$ cat config.mk
export PLATFORM = sky130hd
export DESIGN_NAME = logic_unit_pipe
export DESIGN_NICKNAME = d
export VERILOG_FILES = /design/src/rtl/logic_unit_pipe.sv
export SDC_FILE = /design/constraint.sdc
export NUM_CORES = 1
export LEC_CHECK = 0
export ABC_AREA = 1
export CORE_ASPECT_RATIO = 2
export CORE_UTILIZATION = 25
export DETAILED_ROUTE_END_ITERATION = 10
export GPL_ROUTABILITY_DRIVEN = 0
export HOLD_SLACK_MARGIN = 0.08
export PLACE_DENSITY = 0.49
export SYNTH_ARGS = -nofsm -noshare
export SYNTH_HDL_FRONTEND = slang
export SYNTH_SLANG_ARGS = --single-unit
$ cat constraint.sdc
create_clock -name clk -period 2.74 [get_ports clk]
set_clock_uncertainty 0.1 [all_clocks]
set_input_delay 0.548 -clock clk [delete_from_list [all_inputs] [get_ports clk]]
set_output_delay 0.548 -clock clk [all_outputs]
set_load 0.01 [all_outputs]
$ cat src/rtl/logic_unit_pipe.sv
// logic_unit_pipe: two-stage pipelined bitwise logic unit.
// S1 captures operands on input transfer; S2 computes the selected operation,
// registers the result with zero/parity flags, and updates the accumulator.
// Valid/ready handshake on both sides, no skid buffer.
module logic_unit_pipe #(
  parameter int DATA_WIDTH  = 8,
  parameter int OPCODE_SIZE = 3
) (
  input  logic                   clk,
  input  logic                   rst_n,
  input  logic                   valid_in,
  output logic                   ready_out,
  input  logic [DATA_WIDTH-1:0]  a_in,
  input  logic [DATA_WIDTH-1:0]  b_in,
  input  logic [OPCODE_SIZE-1:0] opcode_in,
  input  logic                   acc_sel_in,
  output logic                   valid_out,
  input  logic                   ready_in,
  output logic [DATA_WIDTH-1:0]  y_out,
  output logic                   zero_out,
  output logic                   parity_out
);

  // Opcodes 0-3 match the legacy 8-bit logic unit encodings.
  typedef enum logic [2:0] {
    OP_OR   = 3'd0,
    OP_XOR  = 3'd1,
    OP_AND  = 3'd2,
    OP_NOTA = 3'd3,
    OP_NOR  = 3'd4,
    OP_XNOR = 3'd5,
    OP_NAND = 3'd6,
    OP_PASS = 3'd7
  } op_e;

  // Stage 1 registers
  logic                   s1_valid;
  logic [DATA_WIDTH-1:0]  s1_a;
  logic [DATA_WIDTH-1:0]  s1_b;
  logic [OPCODE_SIZE-1:0] s1_op;
  logic                   s1_acc;

  // Stage 2 registers
  logic                   s2_valid;
  logic [DATA_WIDTH-1:0]  y_reg;
  logic                   zero_reg;
  logic                   parity_reg;
  logic [DATA_WIDTH-1:0]  acc_reg;

  // Handshake and datapath combinational nets
  logic                   s2_adv;
  logic                   in_xfer;
  logic [DATA_WIDTH-1:0]  op_a;
  logic [DATA_WIDTH-1:0]  result;

  // Advance S1 into S2 when S2 is empty or draining this cycle.
  always_comb begin
    s2_adv    = s1_valid & (~s2_valid | ready_in);
    ready_out = ~s1_valid | s2_adv;
    in_xfer   = valid_in & ready_out;
  end

  // Stage 1: capture operands on input transfer, empty when advanced without refill.
  always_ff @(posedge clk or negedge rst_n) begin
    if (!rst_n) begin
      s1_valid <= 1'b0;
      s1_a     <= '0;
      s1_b     <= '0;
      s1_op    <= '0;
      s1_acc   <= 1'b0;
    end else if (in_xfer) begin
      s1_valid <= 1'b1;
      s1_a     <= a_in;
      s1_b     <= b_in;
      s1_op    <= opcode_in;
      s1_acc   <= acc_sel_in;
    end else if (s2_adv) begin
      s1_valid <= 1'b0;
    end
  end

  // Operand A selection and bitwise operation for the beat sitting in S1.
  always_comb begin
    op_a   = s1_acc ? acc_reg : s1_a;
    result = '0;
    case (op_e'(s1_op))
      OP_OR:   result = op_a | s1_b;
      OP_XOR:  result = op_a ^ s1_b;
      OP_AND:  result = op_a & s1_b;
      OP_NOTA: result = ~op_a;
      OP_NOR:  result = ~(op_a | s1_b);
      OP_XNOR: result = ~(op_a ^ s1_b);
      OP_NAND: result = ~(op_a & s1_b);
      OP_PASS: result = s1_b;
      default: result = '0;
    endcase
  end

  // Stage 2: register result, flags and accumulator on load; clear valid on drain.
  always_ff @(posedge clk or negedge rst_n) begin
    if (!rst_n) begin
      s2_valid   <= 1'b0;
      y_reg      <= '0;
      zero_reg   <= 1'b1;
      parity_reg <= 1'b0;
      acc_reg    <= '0;
    end else if (s2_adv) begin
      s2_valid   <= 1'b1;
      y_reg      <= result;
      zero_reg   <= ~|result;
      parity_reg <= ^result;
      acc_reg    <= result;
    end else if (ready_in) begin
      s2_valid   <= 1'b0;
    end
  end

  // Output drive
  always_comb begin
    valid_out  = s2_valid;
    y_out      = y_reg;
    zero_out   = zero_reg;
    parity_out = parity_reg;
  end

endmodule

# ---- Word level (Yosys, flattened, before mapping)
# Cells that the tools add are included.
dict set report totals {
  elab_cells 41
  register_bits 32
  out_inout_bits 12
  input_bits 24
}
dict set report classes {
  n_mux 6
  n_bitwise 13
  n_reduce_logical 6
  eq_ne 7
}
# operator n
set ops {}
lappend ops {{case mux 8 bit (8 select lines)} 1}
lappend ops {{NOT 8 bit} 4}
lappend ops {{== test 3 bit, second input constant} 4}
lappend ops {{bitwise AND 8 bit} 1}
lappend ops {{two-way mux 8 bit} 1}
lappend ops {{bitwise OR 8 bit} 1}
lappend ops {{OR reduction 8 bit} 1}
lappend ops {{parity 8 bit} 1}
lappend ops {{XOR 8 bit} 1}
lappend ops {{== test 3 x 2 -> 1 bit, second input constant} 2}
lappend ops {{two-way mux 1 bit} 4}
lappend ops {{nonzero test 2 bit} 2}
lappend ops {{== test 3 x 1 -> 1 bit, second input constant} 1}
lappend ops {{logical NOT 3 bit} 1}
lappend ops {{bitwise AND 1 bit} 2}
lappend ops {{NOT 1 bit} 2}
lappend ops {{bitwise OR 1 bit} 2}
lappend ops {{logical NOT 1 bit} 1}

# ---- Longest topological paths before layout
# Gate-level depths: netlist of the first run.
dict set report logic_depth {
  word_depth 6
  depth_mapped 16
  ltp_nobuf 15
}

# ---- Least setup slack after synthesis of the first run
# Ideal clock, no wire load.
dict set report synth_timing {
  path_type {reg2reg}
  startpoint {register s1_acc}
  endpoint {register parity_reg, in the netlist parity_out}
  required_time_ps 2516
  slack_ps 589
  setup_ps 124
  synth_period_minus_slack_ps 2151
  path_stages_with_launch 15
  n_path_buf 1
  arrival_ps 1927
  cell_sequence {dfrtp_1 -> buf_4 -> inv_4 -> nand2_1 -> nand2_1 -> ha_1 -> o21ai_0 -> nand2_1 -> nor2_1 -> nand2_1 -> nand2_1 -> ha_1 -> xnor2_1 -> xnor2_1 -> o21ai_1}
}
dict set report synth_between {
  elab_chain_len 5
  word_cells_on_any_way 10
  classes_between {mux (2); bitwise (7); reduce/logical (1)}
}
# item line_no
set synth_lines {}
lappend synth_lines {{from (decl)} 41} ;# logic s1_acc;
lappend synth_lines {{from (signal assigned)} 76} ;# s1_acc <= acc_sel_in;
lappend synth_lines {{two-way mux 8 bit *} 84} ;# op_a = s1_acc ? acc_reg : s1_a;
lappend synth_lines {{bitwise AND 8 bit, or another cell as far along} {89, 93}}
lappend synth_lines {{NOT 8 bit (on tied branches)} {93, 91, 92}}
lappend synth_lines {{case mux 8 bit (8 select lines) *} 86} ;# case (op_e'(s1_op))
lappend synth_lines {{parity 8 bit *} 111} ;# parity_reg <= ^result;
lappend synth_lines {{to (signal assigned)} 111}
lappend synth_lines {{to (decl)} 47} ;# logic parity_reg;
# Mark *: on every way between the ends. The rest lies on a longest branch, timed or not.
# A chain may end at the register's enable or synchronous reset.

# ---- Worst setup path in the final report of the first run
dict set report layout_timing {
  startpoint {register s1_op[2]}
  endpoint {register parity_reg, in the netlist parity_out}
}
dict set report layout_between {
  elab_chain_len 3
  word_cells_on_any_way 10
  classes_between {eq/ne (7); mux (1); reduce/logical (2)}
}
# item line_no
set layout_lines {}
lappend layout_lines {{from (decl)} 40} ;# logic [OPCODE_SIZE-1:0] s1_op;
lappend layout_lines {{from (signal assigned)} 75} ;# s1_op <= opcode_in;
lappend layout_lines {{== test 3 bit, or another cell as far along} 86}
lappend layout_lines {{case mux 8 bit (8 select lines) *} 86}
lappend layout_lines {{parity 8 bit *} 111}
# Marked as above.

==> metrics.yaml, run 1 <==
antenna_cells_inserted: 0
setup.worst_path.end_class: "flip-flop"
rsz0062_at_grt: "no"
final_period_minus_worst_setup_slack_ps: 2410
drt_pre_antenna_iters: 4
worstHoldEndpoint: "zero_out"
distinct_cells_synth: 23
r2r.worst_path.cells: 11
max-cap-violations: 0
clock_transition_at_the_registers_of_the_reported_paths_ps: 50
layout.core_utilization_pct: 31.9
largest_net_degree_at_the_start_of_global_routing: 42
placed_area_sq_um: 2990
timing.critical_path.mode_cell: "sky130_fd_sc_hd__nand2_1"
worst_hold_path_type: "flip-flop to flip-flop"
crit_buf_inv: 1
synthesis.nets: 404
worst_r2r_endpoint: "parity_out"
placeableCoreArea_sq_um: 9830
tightest_slew_ps: 702
pwr-share-clk_pct: 22.2
critPathLaunchType: "flip-flop"
p_sw_share_pct: 40.7
fp.dieArea_sq_um: 10600
floorplan.die.height_microns: 144
h-tree-depth: 2
synth_register_bits: 32
slew_viol_final: 0
synth_seq_area_share_pct: 31.6
synthMuxAreaShare_pct: 0
max_slew_margin_pct: 53.2
num-fill-cells: 1121
drt_iter0_drc: 133
synth_top_family_by_area: "simple AND/OR/NAND/NOR gates"
clockBufferDepth: 2
placement_rows: 51
start_to_end_type_of_the_worst_setup_path: "flip-flop to flip-flop"
cts.hold.buffers_added: 0
setup_total_negative_slack_ps: 0
final_min_period_over_clock_period_pct: 88.1
starting_density_of_the_core_pct: 25.8
post-route-cell-area_sq_um: 3140
syn2layout_area_growth_pct: 23.6
timing.critical_path.max_delay_family: "flip-flops"
mostFrequentLayoutCell: "sky130_fd_sc_hd__nand2_1"
timing.critical_path.slowest_stage_cell: "sky130_fd_sc_hd__dfrtp_1"
worstPathArrival_ps: 2480
syn_area_per_cell_sq_um: 7.05
grt_first_pass_wirelength_mm: 11.7
vias_in_the_first_global_route: 2344
avgViaCountPerCell: 4.44
combPwrFrac_pct: 49.4
die_x_microns: 73.2
route.final.wire_length_mm: 6.89
report.final.setup_viol: 0
antenna_found_initial: 0
syn_area_sq_um: 2540
buffer_ports.inserted: 35
synthesis.instances: 360
ys.warnings.count: 0
synth_xor_xnor_area_share_pct: 1.04
static-leakage-power_nw: 1.70
placement.setup.worst_slack_ps: 316
global_route.usage.total_pct: 14.7
drive_gt1_share_pct: 11.8
synth_simple_gate_area_share_pct: 38.8
cp_cell_sequence: "buf_4, nor2_8, nand2_1, nand2_1, nor2_1, nand2_1, nand2_1, ha_1, xnor2_1, xnor2_1, o21ai_1"
clock-sinks: 32
vias: 2351
fmax_mhz: 414
critical_path.max_stage_delay_ps: 790
post-cts-setup-buffers: 0
place.detailed.hpwl_mm: 5.46
startpoint_of_the_lowest_slack_hold_path: "zero_out"
finish.net_count: 440
post_cts_resized: 0
vdd_drop_max_uv: 358
worst_ep_required_time_ps: 2810
io_pins: 36
ant_nets: 0
cp_max_fo: 14
finalHoldViolCount: 0
total_switching_power_mw: 1.03
ff2ff_setup_slack_ps: 330
clk_root_buffer_cell: "sky130_fd_sc_hd__clkbuf_16"
powerDensity_nw_per_um2: 805
clock_insertion_delay_worst_skew_ps: 280
arithmetic_cell_share_of_the_synthesized_area_counting_full_adders_half_adders_and_majority_gates_pct: 9.86
drc: 0
cts_tree: "built"
synth-compound-area-share_pct: 4.54
final_cell_mix: "115 x sky130_fd_sc_hd__nand2_1, 43 x sky130_fd_sc_hd__inv_1, 35 x sky130_fd_sc_hd__clkdlybuf4s50_1"
cts-buffers-inserted: 5
power.internal_mw: 1.50
holdPathStages: 2
result_of_the_run: "completed"
totalPowerFinal_mw: 2.52
timing.final.ws_setup_ps: 325
route.detailed.wl_per_inst_microns: 13.0
rr_startpoint: "s1_op[2]"
globalRoute.totalOverflow: 0
flop_pwr_share_pct: 28.4
[synthesized netlist by cell type (all sizes together)]
| library cell | instances | share of area, % |
|---|---|---|
| nand2 | 121 | 19 |
| o21ai | 3 | 0.59 |
| dfrtp | 31 | 31 |
| xnor2 | 3 | 1.0 |
| ha | 20 | 9.9 |
| nand3 | 17 | 3.4 |
| clkinv | 1 | 0.20 |
| dfstp | 1 | 1.0 |
| a21oi | 20 | 3.9 |
| buf | 16 | 5.6 |
| nor2 | 40 | 8.4 |
| nand4 | 32 | 7.9 |
| inv | 55 | 8.4 |
[stage by stage]
step / cells / hold slack [ps]
detailed placement: 521 / 365
CTS: 529 / 374
global route: 529 / 394
floorplan: 360 / 152
global placement: 521 / 367
finish: 529 / 375
[registers in the layout (all words and copies together), names as in the netlist]
| register | count |
|---|---|
| s1_valid | 1 |
| s1_op | 3 |
| s1_b | 8 |
| parity_out | 1 |
| zero_out | 1 |
| valid_out | 1 |
| s1_acc | 1 |
| y_out | 8 |
| s1_a | 8 |
[worst max path at each step]
stage	start	end	slack, ps	cells after the start
2_1_floorplan	s1_acc	parity_out	590	14
3_3_place_gp	s1_op[2]	parity_out	340	11
3_5_place_dp	s1_op[2]	parity_out	320	11
4_1_cts	s1_op[2]	parity_out	300	11
5_1_grt	s1_acc	parity_out	110	13
6_report	s1_op[2]	parity_out	330	11
[area by class of cell]
cell class | instances | area (sq um) | area share [%]
repair buffers | 45 | 425 | 13.6
clock inverters | 2 | 10.0 | 0.319
multi-input cells | 256 | 1380 | 43.9
clock buffers | 6 | 139 | 4.43
well taps | 132 | 165 | 5.27
flip-flops and latches | 32 | 802 | 25.6
inverters | 56 | 219 | 6.98
[per-layer routing]
metal / up-vias / GRT usage (%) / routed length [microns]
li1: 1203 / - / -
met1: 1083 / 14.8 / 2690
met2: 51 / 28.0 / 3810
met3: 14 / 1.81 / 169
met4: 0 / 7.84 / 220
met5: - / 0 / 0
[power by group through the flow]
stage | clock, mW | sequential, mW | combinational, mW
2_1_floorplan | 0 | 0.698 | 0.870
3_3_place_gp | 0 | 0.724 | 1.24
3_5_place_dp | 0 | 0.725 | 1.26
4_1_cts | 0.581 | 0.719 | 1.26
5_1_grt | 0.598 | 0.734 | 1.43
6_report | 0.560 | 0.716 | 1.25
[worst min-delay path: cells and delay by family, from the launching register on]
family             cells  cell delay, ps
and+or+nand+nor        1              50
DFF                    1             370
AOI/OAI and AO/OA      1              50
[cell families after synthesis]
logic type | count (synthesis)
xor+xnor | 3
fa+ha+maj | 20
simple gates | 210
compound gates | 23
buf+inv | 72
flops | 32
Power figures use the tool's default switching activity.
==> inputs of run 2 (changes only) <==
--- a/config.mk
+++ b/config.mk
@@ -6,12 +6,14 @@
 export NUM_CORES = 1
 export LEC_CHECK = 0
 export ABC_AREA = 1
+export CELL_PAD_IN_SITES_DETAIL_PLACEMENT = 1
+export CELL_PAD_IN_SITES_GLOBAL_PLACEMENT = 1
 export CORE_ASPECT_RATIO = 2
 export CORE_UTILIZATION = 25
 export DETAILED_ROUTE_END_ITERATION = 10
 export GPL_ROUTABILITY_DRIVEN = 0
 export HOLD_SLACK_MARGIN = 0.08
-export PLACE_DENSITY = 0.49
+export PLACE_DENSITY = 0.61
 export SYNTH_ARGS = -nofsm -noshare
 export SYNTH_HDL_FRONTEND = slang
 export SYNTH_SLANG_ARGS = --single-unit
==> constraint.sdc (replaced) <==
create_clock -name clk -period 2.53 [get_ports clk]
set_clock_uncertainty 0.1 [all_clocks]
set_input_delay 0.506 -clock clk [delete_from_list [all_inputs] [get_ports clk]]
set_output_delay 0.506 -clock clk [all_outputs]
set_load 0.01 [all_outputs]
==> run 2 against run 1 <==
Sequential cell count is the same. Routed wire length up 14%. Clock power rose by 12%. Count of clock-buffer cells in the layout is 1 higher. Final cell count stayed put. Largest power group unchanged. Global-route usage increased by 1.8 points. Combinational power grew 24%. Sequential share of layout area is 0.86 points lower. Via count rose by 3.1%. Critical endpoint unchanged. Total power up 16%.
==> metrics.yaml, run 2 (synthesis gave the netlist of run 1 again) <==
clock_transition_at_the_registers_of_the_reported_paths_ps: 50
fmax_mhz: 422
critPathLaunchType: "flip-flop"
vdd_drop_max_uv: 527
h-tree-depth: 2
largest_net_degree_at_the_start_of_global_routing: 33
antenna_cells_inserted: 0
static-leakage-power_nw: 1.70
placement_rows: 51
tightest_slew_ps: 433
io_pins: 36
timing.critical_path.max_delay_family: "adder cells"
critical_path.max_stage_delay_ps: 480
placeableCoreArea_sq_um: 9830
vias: 2423
start_to_end_type_of_the_worst_setup_path: "flip-flop to flip-flop"
avgViaCountPerCell: 4.58
drt_pre_antenna_iters: 4
grt_first_pass_wirelength_mm: 12.9
worst_ep_required_time_ps: 2600
finish.net_count: 440
floorplan.die.height_microns: 144
starting_density_of_the_core_pct: 25.8
route.final.wire_length_mm: 7.87
timing.final.ws_setup_ps: 162
final_cell_mix: "110 x sky130_fd_sc_hd__nand2_1, 43 x sky130_fd_sc_hd__inv_1, 35 x sky130_fd_sc_hd__clkdlybuf4s50_1"
cp_max_fo: 8
final_period_minus_worst_setup_slack_ps: 2370
post-route-cell-area_sq_um: 3250
place.detailed.hpwl_mm: 6.05
ff2ff_setup_slack_ps: 160
finalHoldViolCount: 0
cp_cell_sequence: "buf_4, nand2_1, nand2_2, ha_1, inv_1, nand2_1, nand2_1, nor2_2, nand2_2, nand2_1, ha_1, xnor2_1, xnor2_1, o21ai_1"
clockBufferDepth: 2
clock-sinks: 32
buffer_ports.inserted: 35
drt_iter0_drc: 52
mostFrequentLayoutCell: "sky130_fd_sc_hd__nand2_1"
vias_in_the_first_global_route: 2592
cts_tree: "built"
worstPathArrival_ps: 2430
cts-buffers-inserted: 5
global_route.usage.total_pct: 16.5
worst_hold_path_type: "flip-flop to flip-flop"
drive_gt1_share_pct: 14.9
powerDensity_nw_per_um2: 901
max-cap-violations: 0
result_of_the_run: "completed"
syn2layout_area_growth_pct: 28.1
final_min_period_over_clock_period_pct: 93.6
clk_root_buffer_cell: "sky130_fd_sc_hd__clkbuf_16"
globalRoute.totalOverflow: 0
max_slew_margin_pct: 71.1
timing.critical_path.mode_cell: "sky130_fd_sc_hd__nand2_1"
route.detailed.wl_per_inst_microns: 14.9
report.final.setup_viol: 0
ant_nets: 0
fp.dieArea_sq_um: 10600
slew_viol_final: 0
drc: 0
crit_buf_inv: 2
timing.critical_path.slowest_stage_cell: "sky130_fd_sc_hd__dfrtp_2"
setup_total_negative_slack_ps: 0
setup.worst_path.end_class: "flip-flop"
placement.setup.worst_slack_ps: -1.51
clock_insertion_delay_worst_skew_ps: 280
antenna_found_initial: 0
totalPowerFinal_mw: 2.93
placed_area_sq_um: 3000
hold_slack_ps: 377
die_x_microns: 73.2
[run 2: path summary, 6_finish.rpt]
| check | start | to | depth (start not counted) |
|---|---|---|---|
| max in group asynchronous | rst_n | zero_out | 2 |
| hold reg to reg | zero_out | zero_out | 2 |
| hold / removal | zero_out | zero_out | 2 |
| setup reg to reg | s1_acc | parity_out | 14 |
| min in group asynchronous | rst_n | s1_a[5] | 2 |
| setup / recovery | s1_acc | parity_out | 14 |
[run 2: through the flow]
step	cells	utilization, %
floorplan	360	-
global placement	519	30.5
detailed placement	519	30.5
CTS	527	32.0
global route	529	33.1
finish	529	33.1
[run 2: cell type report]
type / instances / area (sq um)
timing repair buffer: 44 / 443
timing repair inverter: 1 / 5.00
inverter: 56 / 221
tap: 132 / 165
clock inverter: 1 / 7.51
multi-input combinational: 256 / 1460
sequential: 32 / 803
fill: 1237 / 6580
clock buffer: 7 / 143
[run 2: worst reg2reg max path: stages (launching register included)]
cell	delay (ps)
sky130_fd_sc_hd__dfrtp_2	480
sky130_fd_sc_hd__buf_4	170
sky130_fd_sc_hd__nand2_1	80
sky130_fd_sc_hd__nand2_2	80
sky130_fd_sc_hd__ha_1	300
sky130_fd_sc_hd__inv_1	60
sky130_fd_sc_hd__nand2_1	50
sky130_fd_sc_hd__nand2_1	90
sky130_fd_sc_hd__nor2_2	50
sky130_fd_sc_hd__nand2_2	70
sky130_fd_sc_hd__nand2_1	50
sky130_fd_sc_hd__ha_1	290
sky130_fd_sc_hd__xnor2_1	190
sky130_fd_sc_hd__xnor2_1	140
sky130_fd_sc_hd__o21ai_1	70
[run 2: what timing repair did]
item | in CTS | in global routing
endpoints found under the hold margin | 0 | 0
pin swaps | 0 | 5
hold buffers | 0 | 0
resized for setup | 1 | 14
endpoints found under the setup margin | 1 | 1
cloned | 0 | 1
setup buffers | 0 | 1
[run 2: metal layers]
metal  part of all wire (%)  global-route usage (%)  vias up
li1                       -                       -     1201
met1                     38                    16.5     1159
met2                     56                    31.6       43
met3                    2.0                    2.16       20
met4                    3.7                    8.77        0
met5                      0                       0        -
[run 2: where the power goes]
part | leakage, nW | internal, mW | switching (mW)
Sequential | 0.366 | 0.640 | 0.113
Clock | 0.0701 | 0.392 | 0.236
Combinational | 1.27 | 0.679 | 0.868
